<file path="src/rtl/ext_pipe.sv">
// ext_pipe: pipelined immediate extender with a 2-entry result queue (optional EXT_ERR_EN adds out_err/err_cnt)
module ext_pipe #(
  parameter int IN_W  = 16,
  parameter int OUT_W = 32,
  parameter int SHIFT = 2,
  parameter int TAG_W = 5
) (
  input  logic             clk,
  input  logic             reset_n,
  input  logic             in_valid,
  output logic             in_ready,
  input  logic [IN_W-1:0]  in_imm,
  input  logic [2:0]       in_eop,
  input  logic [TAG_W-1:0] in_tag,
  output logic             out_valid,
  input  logic             out_ready,
  output logic [OUT_W-1:0] out_data,
  output logic [TAG_W-1:0] out_tag
`ifdef EXT_ERR_EN
  ,
  output logic             out_err,
  output logic [7:0]       err_cnt
`endif
);
  logic [OUT_W-1:0] sext, zext, ext, last_data;
  logic [OUT_W-1:0] data_mem [2];
  logic [TAG_W-1:0] tag_mem [2];
  logic [TAG_W-1:0] last_tag;
  logic [1:0]       count;
  logic             wptr, rptr, push, pop, rsvd;

  assign in_ready  = (count != 2'd2) & reset_n;
  assign out_valid = (count != 2'd0);
  assign push      = in_valid & in_ready;
  assign pop       = out_valid & out_ready;
  assign rsvd      = (in_eop >= 3'd5);
  assign out_data  = out_valid ? data_mem[rptr] : last_data;
  assign out_tag   = out_valid ? tag_mem[rptr] : last_tag;

  // extension of the incoming immediate; reserved ops give zero
  always_comb begin
    sext = OUT_W'($signed(in_imm));
    zext = OUT_W'(in_imm);
    ext  = in_eop == 3'd0 ? sext :
           in_eop == 3'd1 ? zext :
           in_eop == 3'd2 ? zext << (OUT_W - IN_W) :
           in_eop == 3'd3 ? sext << SHIFT :
           in_eop == 3'd4 ? zext << SHIFT : '0;
  end

  // queue storage, written only on a real push so idle-input X never lands in state
  always_ff @(posedge clk) begin
    if (push) begin
      data_mem[wptr] <= ext;
      tag_mem[wptr]  <= in_tag;
    end
  end

  // pointers, occupancy and last-popped holding registers
  always_ff @(posedge clk or negedge reset_n) begin
    if (!reset_n) begin
      count     <= '0;
      wptr      <= 1'b0;
      rptr      <= 1'b0;
      last_data <= '0;
      last_tag  <= '0;
    end else begin
      if (push) wptr <= ~wptr;
      if (pop) begin
        rptr      <= ~rptr;
        last_data <= data_mem[rptr];
        last_tag  <= tag_mem[rptr];
      end
      count <= count + 2'(push) - 2'(pop);
    end
  end

`ifdef EXT_ERR_EN
  logic err_mem [2];

  assign out_err = out_valid & err_mem[rptr];

  // per-entry reserved-op flag travels with its result
  always_ff @(posedge clk) begin
    if (push) err_mem[wptr] <= rsvd;
  end

  // saturating count of accepted reserved-op requests
  always_ff @(posedge clk or negedge reset_n) begin
    if (!reset_n) err_cnt <= '0;
    else if (push && rsvd && err_cnt != 8'hFF) err_cnt <= err_cnt + 8'd1;
  end
`else
  logic unused_rsvd;
  assign unused_rsvd = rsvd;
`endif
endmodule

</file>
<file path="config.mk">
export PLATFORM = sky130hd
export DESIGN_NAME = ext_pipe
export DESIGN_NICKNAME = d
export VERILOG_FILES = /design/src/rtl/ext_pipe.sv
export SDC_FILE = /design/constraint.sdc
export NUM_CORES = 1
export LEC_CHECK = 0
export ABC_AREA = 1
export BUFFER_PORTS_ARGS = -buffer_cell sky130_fd_sc_hd__buf_4
export CAP_MARGIN = 5
export CORE_UTILIZATION = 52
export DETAILED_ROUTE_END_ITERATION = 8
export PLACE_DENSITY = 0.77
export SYNTH_ARGS = -nofsm -noshare
export SYNTH_HDL_FRONTEND = slang
export SYNTH_SLANG_ARGS = --single-unit
</file>
<file path="constraint.sdc">
create_clock -name clk -period 3 [get_ports clk]
set_clock_uncertainty 0.05 [all_clocks]
set_input_delay 0.3 -clock clk [delete_from_list [all_inputs] [get_ports clk]]
set_output_delay 0.3 -clock clk [all_outputs]
set_load 0.02 [all_outputs]
</file>
* After elaboration in Yosys (flattened, before gate mapping)
Memories as Yosys holds them, arrays and structs flattened.
Cells that the tools add are included.
** Operators by class
- Add/sub/neg operators :: 2
- Equal/unequal tests :: 5
- Muxes and demuxes :: 9
- Bitwise logic cells :: 5
- Reductions and logical operators :: 2
** Operators with widths (number)
- 32-bit two-way mux :: 5
- 18-bit two-way mux :: 1
- 3-bit by 2-bit equality test with 1-bit output, second input constant :: 2
- 5-bit two-way mux :: 1
- 1-bit AND :: 3
- 3-bit by 1-bit equality test with 1-bit output, second input constant :: 1
- 3-bit equality test, second input constant :: 1
- 3-bit zero test :: 1
- 2-bit by 1-bit adder with 2-bit output :: 1
- 1-bit two-way mux :: 2
- 2-bit != test, second input constant :: 1
- 1-bit NOT :: 2
- 2-bit nonzero test :: 1
- 2-bit by 1-bit subtractor with 2-bit output :: 1
** Word-level totals
- Register bits after elaboration :: 41
- Memory bits (writable) :: 74
- Input port bits :: 28
- Output and inout bits :: 39
- Word-level logic and storage cells :: 30
- Memories :: 2
** Memories
- data_mem :: words 2, bits a word 32, read ports 1, clocked after memory_dff 0, write ports 1, RTL line 26 : logic [OUT_W-1:0] data_mem [2];
- tag_mem :: words 2, bits a word 5, read ports 1, clocked after memory_dff 0, write ports 1, RTL line 27 : logic [TAG_W-1:0] tag_mem [2];

* Logic depth before layout (Yosys ltp)
Gate-level depths: netlist (run 1).
- Depth in word-level cells :: 6
- Gate-level depth with buffers :: 9
- Mapped depth without buffers :: 7

* Least setup slack after synthesis (run 1)
No wires, ideal clock.
- Path kind :: register -> register
- Start :: register count[1]
- End :: memory data_mem[1][0] (enable)
- Setup time :: 0.431 ns
- Arrival time :: 2.809 ns
- Required time :: 2.519 ns
- Slack :: -0.291 ns
- Stages on the path, launching flop included :: 4
- Buffers on the path :: 0
- Period minus slack after synthesis :: 3.291 ns
- Cells stage by stage :: dfrtp_1 -> a21boi_0 -> nand2_1 -> nor2_1
** Between the ends
- Word-level cells in the longest chain between the ends :: 5
** Ends and longest elaborated chain
- from (decl) :: RTL line 29 : logic [1:0] count;
- from (signal assigned) :: RTL line 74 : count <= count + 2'(push) - 2'(pop);
- 2-bit != test :: RTL line 32 : assign in_ready = (count != 2'd2) & reset_n;
- 1-bit AND :: RTL line 32
- named net in_ready :: RTL line 11 : output logic in_ready,
- 1-bit AND :: RTL line 34 : assign push = in_valid & in_ready;
- 1-bit two-way mux :: RTL line 53 : if (push) begin
- 1-bit two-way mux (implied by the code) :: RTL line 54 : data_mem[wptr] <= ext;
- to (decl) :: RTL line 26
The timed path passes the listed nets, and every way through them passes these cells.

* Worst setup path after layout (run 1)
- Start :: register rptr
- End :: output port out_data[26]
** Between the ends
- Word-level cells in the longest chain between the ends :: 2
** Ends and longest elaborated chain
- from (decl) :: RTL line 30 : logic wptr, rptr, push, pop, rsvd;
- from (signal assigned) :: RTL line 70 : rptr <= ~rptr;
- memory read 2 x 32 bit
- 32-bit two-way mux :: RTL line 37 : assign out_data = out_valid ? data_mem[rptr] : last_data;
- to (decl) :: RTL line 17 : output logic [OUT_W-1:0] out_data,
No other way between the ends.

==> impl_metrics.ini, run 1 <==
[run_status]
status = finished, final reports clean

[clock_network]
clk_pin_slew_ns = 0.06
cts_resized = 0
cts.path.max_buffers = 2
clock_latency_ns = 0.52
clock-root-buffer = clkbuf_8
cts_tree = built
post_cts_buffers = 0
cts_buffers = 17
cts_num_sinks = 115
htree_levels = 4

[synth]
synth_area_per_cell_um2 = 9.476
yosys.area.top_type = edfxtp_1
ys_top_cells_by_area = edfxtp_1 42%, dfrtp_1 19%, nand2_1 15%
yosysUniqueCellTypes = 22
synth_top_area_share_pct = 42.18
ys_seq_elements = 115
yosys_warnings = 0
yosysSeqAreaShare_pct = 61.65
netlist_area_mm2 = 0.005269
syn-num-nets = 586
syn_inst = 556

[final_layout]
final_cell_mix = 216 x nand2_1, 74 x edfxtp_1, 73 x buf_4, 62 x o21ai_0, 61 x inv_1
fin_nets = 654
diodes = 0
fin_area_mm2 = 0.006489
final_common_cell = nand2_1
drive_gt1_share_pct = 20.25
nFillCells = 778
area_growth_pct = 23.15

[floorplanning]
die_width_um = 102.7
die_area_mm2 = 0.01054
coreArea_mm2 = 0.009819
start_util_pct = 53.66
top_level_ports = 67
dieHeight_um = 102.7
rows = 36

[sta]
max_clock_freq_mhz = 415.1
setup_viol = 0
setup_tns_ns = 0
fin_crit_sh_pct = 80.30
final_max_slew_viol_count = 0
whs_ns = 0.03483
tightest_slew_ns = 0.7405
maxSlewHeadroom_pct = 50.63
rsz0062_at_grt = no
hold_violations = 0
setup_ws_ns = 0.5909
final_period_minus_worst_setup_slack_ns = 2.409

[worst_setup_path]
timing_worst_setup_path_type = register to output port
startpoint_type = register
cp_cell_sequence = inv_1 -> buf_4 -> nand2_1 -> nand2_1 -> nand2_1 -> o21ai_0 -> buf_4
worstRegToRegCells = 5
arrival_ns = 2.06
cp.required_ns = 2.65
worst-r2r-setup-slack_ns = 1.03
crit_slowest_cell = dfrtp_1
rr_startpoint = count[0]
crit_fanout = 33
max_stage_delay_ns = 0.38
crit_path_end_kind = output port
cpMostUsedCell = nand2_1
worstReg2RegEnd = data_mem[1][10]

[global_route]
antenna_found_initial = 0
met3_usage_pct = 5.153
grt_start_max_net_pins = 77
top_usage_layer = met2
use_met2_pct = 38.51
grtUsageMet1_pct = 28.36
grt_usage_pct = 23.02
grt_pass1_vias = 3682
grt_pass1_wl_mm = 17.77
grt_overflow = 0

[placement]
place.gp.congestion = 0.8707
dpl_cell_area_mm2 = 0.005789
dp_hpwl_mm = 7.137
dp_slack_ns = 1.034
io_buffers = 66

[route]
drtIter0Drc = 241
wl_per_cell_um = 14.48
drtAntennaViolNets = 0
drt_wl_total_mm = 11.15
vias = 3925
drcViolationCount = 0
first_pass_iters = 5
viasPerCell = 5.097

[hold_path]
hp-start = out_ready
hold_depth = 3
hold_path_class = input port to register
holdPathEnd = rptr

[pwr]
irDropWorstVdd_uv = 586.8
power_mw = 7.129
power.density_mw_per_mm2 = 1099
p_leak_nw = 3.006

[job]
maxCapViolCount = 0
## per-layer routing
metal  routed length, um  vias up
met5                   0        -
met4                 206        0
met3                 600       22
met2                5664      131
met1                4679     1841
li1                    -     1931
## stage by stage
step	cells	utilization (%)
2_1_floorplan	556	-
3_3_place_gp	732	58.96
3_5_place_dp	732	58.96
4_1_cts	770	66.08
5_1_grt	770	66.08
6_report	770	66.08
## logic make-up after synthesis
kind of cell,Yosys count,synth area share (%)
AOI/OAI and AO/OA,104,11.38
xor gates and xnor gates,3,0.4988
adders and majority gates,2,0.4749
buffers and inverters,92,8.240
DFF,115,61.65
and+or+nand+nor,240,17.76
## repair_timing
item | CTS | global route
hold endpoints to repair | 51 | 0
endpoints found under the setup margin | 0 | 0
hold buffers | 6 | 0
## cells in the mapped netlist
| cell | count |
|---|---|
| nand2_1 | 216 |
| edfxtp_1 | 74 |
| o21ai_0 | 62 |
| inv_1 | 61 |
| dfrtp_1 | 41 |
| o21ai_1 | 20 |
| o21ai_2 | 20 |
| nand3_1 | 16 |
| buf_2 | 14 |
| buf_6 | 9 |
| clkbuf_1 | 6 |
| nor2_1 | 5 |
| ha_1 | 2 |
| xnor2_1 | 2 |
| a21boi_0 | 1 |
| a31oi_1 | 1 |
| buf_4 | 1 |
| inv_2 | 1 |
| nand2_2 | 1 |
| nand2_4 | 1 |
| or2_4 | 1 |
| xor2_1 | 1 |
## worst max-delay path: cells and delay by family, from the launching register on
family | cells | cell delay [ns]
buf+inv | 3 | 0.73
flops | 1 | 0.38
simple gates | 3 | 0.27
compound gates | 1 | 0.15
## area by class of cell
cell class / count / area, um2 / share of cell area [%]
Inverter: 62 / 232.7 / 3.587
Timing Repair Buffer: 79 / 608.1 / 9.371
Tap cell: 133 / 166.4 / 2.565
Clock inverter: 13 / 207.7 / 3.201
Multi-Input combinational cell: 349 / 1594 / 24.57
Clock buffer: 19 / 431.7 / 6.653
Sequential cell: 115 / 3248 / 50.06
## worst max path at each step
stage	endpoint	cells after the start	slack, ns	startpoint
after global routing	out_data[26]	7	0.41	rptr
final	out_data[26]	7	0.59	rptr
after floorplan	data_mem[1][0]	3	0.30	count[1]
after global placement	last_data[11]	5	1.13	count[1]
after detailed placement	last_data[21]	6	1.03	count[0]
after CTS	out_data[26]	7	0.59	rptr
## sequential cells by signal, summed over array words and instances, names as in the netlist
signal and flops:
count 2, data_mem 64, last_data 32, last_tag 5, rptr 1, tag_mem 10, wptr 1
## where the power goes
part | internal, mW | switching, mW
sequential | 2.10 | 0.107
clock | 1.45 | 0.710
combinational | 0.967 | 1.79
(Power assumes the default switching activity.)
==> run 2: changes to the inputs <==
==> config.mk (replaced) <==
export PLATFORM = sky130hd
export DESIGN_NAME = ext_pipe
export DESIGN_NICKNAME = d
export VERILOG_FILES = /design/src/rtl/ext_pipe.sv
export SDC_FILE = /design/constraint.sdc
export NUM_CORES = 1
export LEC_CHECK = 0
export ABC_AREA = 0
export BUFFER_PORTS_ARGS = -buffer_cell sky130_fd_sc_hd__buf_4
export CAP_MARGIN = 5
export CORE_UTILIZATION = 57
export DETAILED_ROUTE_END_ITERATION = 8
export PLACE_DENSITY = 0.8
export SYNTH_ARGS = -nofsm -noshare
export SYNTH_HDL_FRONTEND = slang
export SYNTH_SLANG_ARGS = --single-unit
==> constraint.sdc (replaced) <==
create_clock -name clk -period 2.39 [get_ports clk]
set_clock_uncertainty 0.05 [all_clocks]
set_input_delay 0.239 -clock clk [delete_from_list [all_inputs] [get_ports clk]]
set_output_delay 0.239 -clock clk [all_outputs]
set_load 0.02 [all_outputs]
==> run 2 against run 1 <==
Compared with the run above:
- global-route usage increased by 0.86 points
- die area decreased by 12%
- critical path depth is 3 lower
- final area fell by 3.8%
- highest routed layer unchanged
- combinational power is 16% higher
==> impl_metrics.ini, run 2 <==
[route]
drtIter0Drc = 182
drt_wl_total_mm = 10.55
drcViolationCount = 0
vias = 3565
drtAntennaViolNets = 0
drt-met1-wl_mm = 4.565
top_layer_used = met4
viasPerCell = 5.722
first_pass_iters = 5
wl_per_cell_um = 16.93
wl_met3_um = 550
dr_wl_met2_mm = 5.278

[synth]
synth.most_common_cell = edfxtp_1
ys_seq_elements = 115
synth_mux_area_share_pct = 7.499
synth_compound_area_share_pct = 13.39
synthAdderAreaFrac_pct = 0.4933
synthSimpleGateAreaFrac_pct = 9.743
synth_top_flop_cell = edfxtp_1
synth_top_area_share_pct = 43.81
syn_inst = 431
synth-edff-count = 74
syn-num-nets = 461
yosysUniqueCellTypes = 30
yosys.area.top_type = edfxtp_1
yosys_warnings = 0
synth_xor_area_share_pct = 0.6907
synth_common_cells = 74 x edfxtp_1, 54 x nand2_1, 53 x nor2_1
netlist_area_mm2 = 0.005072
yosysSeqAreaShare_pct = 64.04
synth_top_family_by_area = compound AO/OA/AOI/OAI gates
ys_top_cells_by_area = edfxtp_1 44%, dfrtp_1 20%, mux2i_1 7.5%
ys_async_sr_fraction_pct = 35.65
synth_area_per_cell_um2 = 11.77

[worst_setup_path]
path_buf_inv = 2
cpMostUsedCell = buf_4
crit_path_end_kind = output port
arrival_ns = 1.97
crit_family = flip-flops
cp.required_ns = 2.10
cp_cell_sequence = buf_4 -> mux2i_1 -> a21oi_1 -> buf_4
timing_worst_setup_path_type = register to output port
startpoint_type = register
crit_slowest_cell = dfrtp_4
max_stage_delay_ns = 0.61
crit_fanout = 16

[sta]
max_clock_freq_mhz = 442.1
final_period_minus_worst_setup_slack_ns = 2.262
setup_viol = 0
tightest_slew_ns = 0.6572
rsz0062_at_grt = no
fin_crit_sh_pct = 94.64
setup_ws_ns = 0.1280
setup_tns_ns = 0
maxSlewHeadroom_pct = 56.19
final_max_slew_viol_count = 0
hold_violations = 0

[floorplanning]
coreArea_mm2 = 0.008678
top_level_ports = 67
dieHeight_um = 96.34
start_util_pct = 58.45
die_area_mm2 = 0.009280
die_width_um = 96.34
rows = 34

[final_layout]
largest_registers = data_mem: 64 flops, last_data: 32 flops, tag_mem: 10 flops
nFillCells = 576
largest_reg_flops = 64
diodes = 0
area_growth_pct = 23.01
drive_gt1_share_pct = 23.50
regMostFlops = data_mem
fin_nets = 532
final_cell_mix = 74 x edfxtp_1, 74 x buf_4, 54 x nand2_1, 52 x nor2_1, 50 x a21oi_1

[run_status]
status = finished, final reports clean

[clock_network]
cts.path.max_buffers = 2
clk_pin_slew_ns = 0.06
htree_levels = 4
cts_tree = built
cts_buffers = 17
post_cts_buffers = 0
cts_num_sinks = 115
clock_latency_ns = 0.51
clock-root-buffer = clkbuf_8

[global_route]
grt_start_max_net_pins = 76
grt_pass1_vias = 3270
grt_usage_pct = 23.88
grt_pass1_wl_mm = 15.90
antenna_found_initial = 0
grt_overflow = 0

[placement]
dp_hpwl_mm = 6.436
io_buffers = 66
dp_slack_ns = 0.5661
place.gp.congestion = 0.9152

[pwr]
irDropWorstVdd_uv = 771.1
power.density_mw_per_mm2 = 1358
p_leak_nw = 2.580

[hold_path]
hold_path_class = input port to register

[job]
maxCapViolCount = 0
## run 2: kinds of logic (layout without fill, tap and decap cells)
family                   count (synthesis)  in the layout
AO/OA/AOI/OAI                          118            118
adder cells (fa/ha/maj)                  2              2
XOR/XNOR                                 4              4
multiplexers                            38             38
buffers and inverters                   34            118
flip-flops                             115            115
AND/OR/NAND/NOR                        120            120
## run 2: final timing paths
| path | from | slack, ns | end | cells after the start |
|---|---|---|---|---|
| max | rptr | 0.13 | out_data[24] | 4 |
| min | in_imm[1] | 0.04 | data_mem[0][3] | 2 |
| max reg2reg | count[0] | 0.65 | count[1] | 7 |
| min reg2reg | last_data[1] | 0.43 | last_data[1] | 2 |
| max in group asynchronous | reset_n | 1.55 | rptr | 3 |
| min in group asynchronous | reset_n | 0.31 | wptr | 3 |
## run 2: where the power goes
| group | leakage (nW) | internal (mW) | switching (mW) | total, mW |
|---|---|---|---|---|
| clock network | 0.247 | 1.38 | 0.915 | 2.29 |
| logic | 1.14 | 1.30 | 1.91 | 3.20 |
| registers | 1.19 | 2.66 | 0.313 | 2.97 |
| total | 2.58 | 5.34 | 3.14 | 8.47 |
## run 2: cell type report
class | count | area, um2 | area share (%)
Timing Repair Buffer | 82 | 655.6 | 10.51
Tap cell | 108 | 135.1 | 2.166
Multi-Input combinational cell | 282 | 1633 | 26.17
Sequential cell | 115 | 3252 | 52.12
Clock buffer | 17 | 414.1 | 6.637
Clock inverter | 15 | 135.1 | 2.166
Inverter | 4 | 15.01 | 0.2406
## run 2: repair_timing
item	CTS	global route
resized for setup	0	1
endpoints found under the setup margin	0	11
endpoints found under the hold margin	51	0
hold buffers	6	0
## run 2: through the flow
| step | power, mW | utilization (%) | instance area [um2] | instances | hold WS (ns) |
|---|---|---|---|---|---|
| after detailed placement | 6.172 | 64.85 | 5628 | 585 | 0.3248 |
| after CTS | 8.500 | 71.87 | 6237 | 623 | 0.02095 |
| after global placement | 6.059 | 64.85 | 5628 | 585 | 0.3122 |
| final | 8.473 | 71.90 | 6240 | 623 | 0.03917 |
| after global routing | 8.940 | 71.90 | 6240 | 623 | 0.02289 |
| after floorplan | 4.987 | - | 5075 | 431 | -0.1066 |
## run 2: metal layers
metal  GRT usage, %  vias up
li1               -     1696
met1          31.53     1730
met2          36.88      123
met3          6.161       16
met4          11.76        0
met5              0        -
